===== config.mk =====
export PLATFORM = sky130hd
export DESIGN_NAME = binary_ram_writer
export DESIGN_NICKNAME = d
export VERILOG_FILES = /design/src/rtl/binary_search_pkg.sv /design/src/rtl/binary_ram_writer.sv
export SDC_FILE = /design/constraint.sdc
export NUM_CORES = 1
export LEC_CHECK = 0
export ABC_AREA = 1
export CORE_MARGIN = 2
export CORE_UTILIZATION = 30
export CTS_CLUSTER_DIAMETER = 150
export DETAILED_ROUTE_END_ITERATION = 8
export PLACE_DENSITY = 0.62
export SKIP_LAST_GASP = 1
export SYNTH_ARGS = -nofsm -noshare
export SYNTH_HDL_FRONTEND = slang
export SYNTH_SLANG_ARGS = --single-unit

===== constraint.sdc =====
create_clock -name CLOCK_50 -period 2.6 [get_ports CLOCK_50]
set_input_delay 0.52 -clock CLOCK_50 [delete_from_list [all_inputs] [get_ports CLOCK_50]]
set_output_delay 0.52 -clock CLOCK_50 [all_outputs]
set_load 0.01 [all_outputs]

===== src/rtl/binary_search_pkg.sv =====
// Shared constants and writer state encoding for the binary-search block family.
package binary_search_pkg;

    localparam int unsigned ADDR_W = 5;
    localparam int unsigned DATA_W = 8;
    localparam int unsigned DEPTH  = 32;

    typedef enum logic [1:0] {
        FILL = 2'd0,
        FULL = 2'd1,
        ERR  = 2'd2
    } writer_state_e;

endpackage


===== src/rtl/binary_ram_writer.sv =====
// Streams bytes into the 32x8 search RAM at consecutive addresses.
// Optional macro ORDER_CHECK_EN rejects bytes that break non-decreasing order.
module binary_ram_writer #(
    parameter int unsigned ADDR_W = binary_search_pkg::ADDR_W,
    parameter int unsigned DATA_W = binary_search_pkg::DATA_W
) (
    input  logic              CLOCK_50,
    input  logic              Reset,
    input  logic              clear,
    input  logic [DATA_W-1:0] in_data,
    input  logic              in_valid,
    output logic              in_ready,
    output logic [ADDR_W-1:0] address,
    output logic [DATA_W-1:0] data,
    output logic              wren,
    output logic [ADDR_W:0]   count,
    output logic              full,
    output logic              error
);
    import binary_search_pkg::*;

    localparam int unsigned CNT_W = ADDR_W + 1;
    localparam int unsigned WORDS = 2 ** ADDR_W;

    writer_state_e     state_q, state_d;
    logic [ADDR_W-1:0] address_d;
    logic [DATA_W-1:0] data_d;
    logic              wren_d;
    logic [CNT_W-1:0]  count_d;
    logic              full_d;
    logic              accept_c;
    logic              in_order_c;

`ifdef ORDER_CHECK_EN
    logic [DATA_W-1:0] last_q, last_d;
    logic              last_valid_q, last_valid_d;
    logic              error_d;

    // First byte after reset/clear is always in order; equal values allowed.
    assign in_order_c = !last_valid_q || (in_data >= last_q);
`else
    assign in_order_c = 1'b1;
    assign error      = 1'b0;
`endif

    // Ready only while filling; clear blocks the handshake in its cycle.
    assign in_ready = (state_q == FILL) && !clear;
    assign accept_c = in_valid && in_ready;

    // Next state, RAM port and bookkeeping for the coming edge.
    always_comb begin
        state_d   = state_q;
        address_d = address;
        data_d    = data;
        wren_d    = 1'b0;
        count_d   = count;
`ifdef ORDER_CHECK_EN
        last_d       = last_q;
        last_valid_d = last_valid_q;
        error_d      = error;
`endif
        if (clear) begin
            state_d = FILL;
            count_d = '0;
`ifdef ORDER_CHECK_EN
            last_valid_d = 1'b0;
            error_d      = 1'b0;
`endif
        end else if (accept_c) begin
            if (in_order_c) begin
                address_d = count[ADDR_W-1:0];
                data_d    = in_data;
                wren_d    = 1'b1;
                count_d   = count + CNT_W'(1);
`ifdef ORDER_CHECK_EN
                last_d       = in_data;
                last_valid_d = 1'b1;
`endif
                if (count == CNT_W'(WORDS - 1)) begin
                    state_d = FULL;
                end
            end else begin
                // Out-of-order byte is consumed but never written.
                state_d = ERR;
`ifdef ORDER_CHECK_EN
                error_d = 1'b1;
`endif
            end
        end
        full_d = (state_d == FULL);
    end

    // State and registered outputs; reset takes effect immediately.
    always_ff @(posedge CLOCK_50 or posedge Reset) begin
        if (Reset) begin
            state_q <= FILL;
            address <= '0;
            data    <= '0;
            wren    <= 1'b0;
            count   <= '0;
            full    <= 1'b0;
`ifdef ORDER_CHECK_EN
            last_q       <= '0;
            last_valid_q <= 1'b0;
            error        <= 1'b0;
`endif
        end else begin
            state_q <= state_d;
            address <= address_d;
            data    <= data_d;
            wren    <= wren_d;
            count   <= count_d;
            full    <= full_d;
`ifdef ORDER_CHECK_EN
            last_q       <= last_d;
            last_valid_q <= last_valid_d;
            error        <= error_d;
`endif
        end
    end

endmodule


# After elaboration in Yosys (flattened, before gate mapping)
# Index checks and enable logic that the tools add are counted.
# totals
register_bits	23
input_bits	12
wordCells	23
# classes
n_addsub	1
eq_ne	2
mux	7
bitwise	1
reduce_logical	6
# ops
operator	n
6-bit 2-to-1 mux	2
6-bit by 1-bit adder with 6-bit output, second input constant	1
6-bit by 5-bit equality test with 1-bit output, second input constant	1
2-bit 2-to-1 mux	3
2-bit by 1-bit equality test with 1-bit output, second input constant	1
1-bit logical AND	2
2-bit logical NOT	1
1-bit 2-to-1 mux	2
2-bit AND reduction	1
2-bit nonzero test	1
1-bit logical NOT	1
1-bit inverter	1

# Logic depth before layout (Yosys ltp)
# depth
ltp_word	6
ltp_mapped	7
depth_no_buf	6

# Least setup slack after synthesis
# Ideal clock, no wire load.
# synth_path
path_kind	input to output
start	in clear
end	out in_ready
arrival_time_ps	751
required_ps	2080
setup_slack_ps	1329
stages	3
n_path_buf	0
path_cell_list	nor2_4 nand2_1 inv_1
# synth_between
elab_chain_len	2
# synth_rtl
element	line	rtl
start, declared	binary_ram_writer.sv:9	input logic clear,
1-bit logical NOT	binary_ram_writer.sv:47	assign in_ready = (state_q == FILL) && !clear;
1-bit logical AND	binary_ram_writer.sv:47	
end, declared	binary_ram_writer.sv:12	output logic in_ready,
# No other way between the ends.

# Worst setup path after layout
# Same ends and word-level chain as after synthesis.

==> impl_metrics.toml <==
[clock_network]
cts.clk_slew.worst_paths_ns = 0.11
root_buffer = "clkbuf_4"
tritoncts.num_buffers = 3
cts_max_level = 1
cts.sinks = 23
cts_resized = 0
cts_tree = "done"
post-cts-setup-buffers = 0
clockBufferDepth = 2
clk_latency_ns = 0.31
ctsHoldBuffers = 0

[sta]
skew_ns = 0.0121
slew_headroom_pct = 41.8
rsz0062_at_grt = "no"
worst_pin_slew_ns = 0.872
finalSetupViolCount = 0
hold_viol = 0
finalCriticalPeriod_ns = 2.39
fin_tns_setup_ns = 0
fin_crit_sh_pct = 92.0
max_freq_ghz = 0.418
drv_slew = 0

[floorplan]
io_pins = 35
die_width_um = 61.4
row_count = 20
die_h_um = 61.4
core-area_um2 = 3100
dieArea_um2 = 3770
start_util_pct = 31.9

[grt]
grt_max_degree = 24
grt_overflow = 0
grt_use_total_pct = 11.9
grt_pass1_wl_mm = 3.22
antenna_found_initial = 0
grt_pass1_vias = 746

[layout]
multi_input_area_um2 = 329
syn2layout_area_growth_pct = 38.9
final-seq-area_um2 = 576
layout-drive-gt1-share_pct = 6.29
num-fill-cells = 354
fin_util_pct = 44.2
antenna_cells = 0
fin_nets = 157

[placed_design]
gp_routability_congestion = 0.729
dpl.hpwl_mm = 1.42
port_buffers = 33

[logic_synthesis]
async_reset_ff_share_pct = 100
synth_compound_area_share_pct = 6.20
syn-cell-area_um2 = 988
yosysTopAreaCell = "dfrtp_1"
synthCells = 109
synth_fa_ha_area_share_pct = 1.27
ys_seq_area_share_pct = 58.2
synthFlopType = "dfrtp_1"
synth_top_area_share_pct = 58.2
ys_types = 22
yosysMostFrequentCell = "nand2_1"
synth_edf_count = 0
yosys.area_share.simple_pct = 24.6
syn-num-nets = 122
muxShareOfSynthArea_pct = 0
syn_area_per_cell_um2 = 9.07
ys_warn_count = 0
synth_xor_area_share_pct = 0.886
synth_area_leaders = "dfrtp_1 58%, nand2_1 15%, inv_1 4.6%"
synth_top_family_by_area = "simple AND/OR/NAND/NOR gates"
synth.ff_latch_count = 23
synth_commonest_cells = "40 x nand2_1, 23 x dfrtp_1, 12 x inv_1"

[route]
antenna_left = 0
wl_mm = 2.00
vias_per_cell = 4.22
vias = 789
drcViolationCount = 0
drt_first_pass_iters = 4
wl_per_cell_um = 10.7
drt_first_iter_violations = 32

[setup_path]
crit_arrival_ns = 1.87
path_max_fanout = 5
required_ns = 2.08
cp_slowest_cell = "clkdlybuf4s50_1"
path_common_cell = "clkdlybuf4s50_1"
critPathTopFamily = "buffers and inverters"
worstPathBufferInverterCount = 3
critPathMaxStageDelay_ns = 0.53
critPathKind = "primary input to primary output"
reg2regPathDepth = 7
crit_chain = "clkdlybuf4s50_1, nor2_4, nand2_1, inv_1, clkdlybuf4s50_1"
end_kind = "primary output"
cp.depth = 5
start_kind = "primary input"

[power_and_ir_drop]
cellPowerDensity_nw_per_um2 = 512
ir_drop_uv = 194
leakage_uw = 0.000644

[worst_hold_path]
min_path_type = "register to register"
min_path_cells = 2

[job]
cap_viol_max_count = 0

[run_status]
status = "finished clean"
-- per-stage QoR --
step | setup WS [ns] | hold slack, ns | std cells | cell area, µm² | total power (µW)
after floorplan | 1.33 | 0.510 | 109 | 988 | 468
after global placement | 0.275 | 0.462 | 183 | 1350 | 548
after detailed placement | 0.202 | 0.469 | 183 | 1350 | 550
after CTS | 0.195 | 0.500 | 187 | 1370 | 716
after global routing | 0.145 | 0.531 | 187 | 1370 | 745
final | 0.208 | 0.492 | 187 | 1370 | 703
-- flip-flops by register name, indices dropped and copies added (netlist names) --
signal and flops:
full 1, data 8, address 5, wren 1, count 6, state_q 2
-- final timing paths --
path | startpoint | end | slack [ns]
min | data[4] | data[4] | 0.49
max | clear | in_ready | 0.21
min in group asynchronous | Reset | full | 0.69
max reg2reg | state_q[1] | count[5] | 1.40
min reg2reg | data[4] | data[4] | 0.49
max in group asynchronous | Reset | wren | 1.37
-- worst min-delay path, delay by kind of cell (launching register included) --
kind	cells	cell delay, ns
flip-flops	1	0.36
AND/OR/NAND/NOR	2	0.11
-- cell usage in the layout (no fill, tap or decap), drive strengths merged, types with 2 or more instances in the layout --
cell,count
clkbuf,4
clkdlybuf4s50,33
dfrtp,23
inv,13
nand2,41
nand3,7
nand4,2
nor2,5
o21ai,7
-- cells by family after synthesis --
family,after synthesis
simple gates,55
flops,23
buf+inv,17
compound gates,11
xor+xnor,1
fa+ha+maj,1
other cells,1
-- layer usage --
metal / vias to the layer above / GRT usage, % / wire length [µm]
met4: 0 / 7.29 / 27
li1: 403 / - / -
met1: 362 / 15.1 / 951
met5: - / 0 / 0
met3: 2 / 1.47 / 98
met2: 22 / 19.5 / 924
-- layout make-up --
cell class	instances	share of cell area, %
inverter	13	3.56
sequential	23	41.9
tap	44	4.01
timing repair buffer	34	24.6
clock buffer	4	1.91
multi-input combinational	69	24.0
-- power breakdown --
group,switching [µW],total [µW],leakage [µW],internal (µW)
logic,61.6,139,0.000325,77.4
clock network,102,162,0.0000150,59.8
registers,17.4,402,0.000304,384
total,181,703,0.000644,521
(Power assumes the default switching activity.)
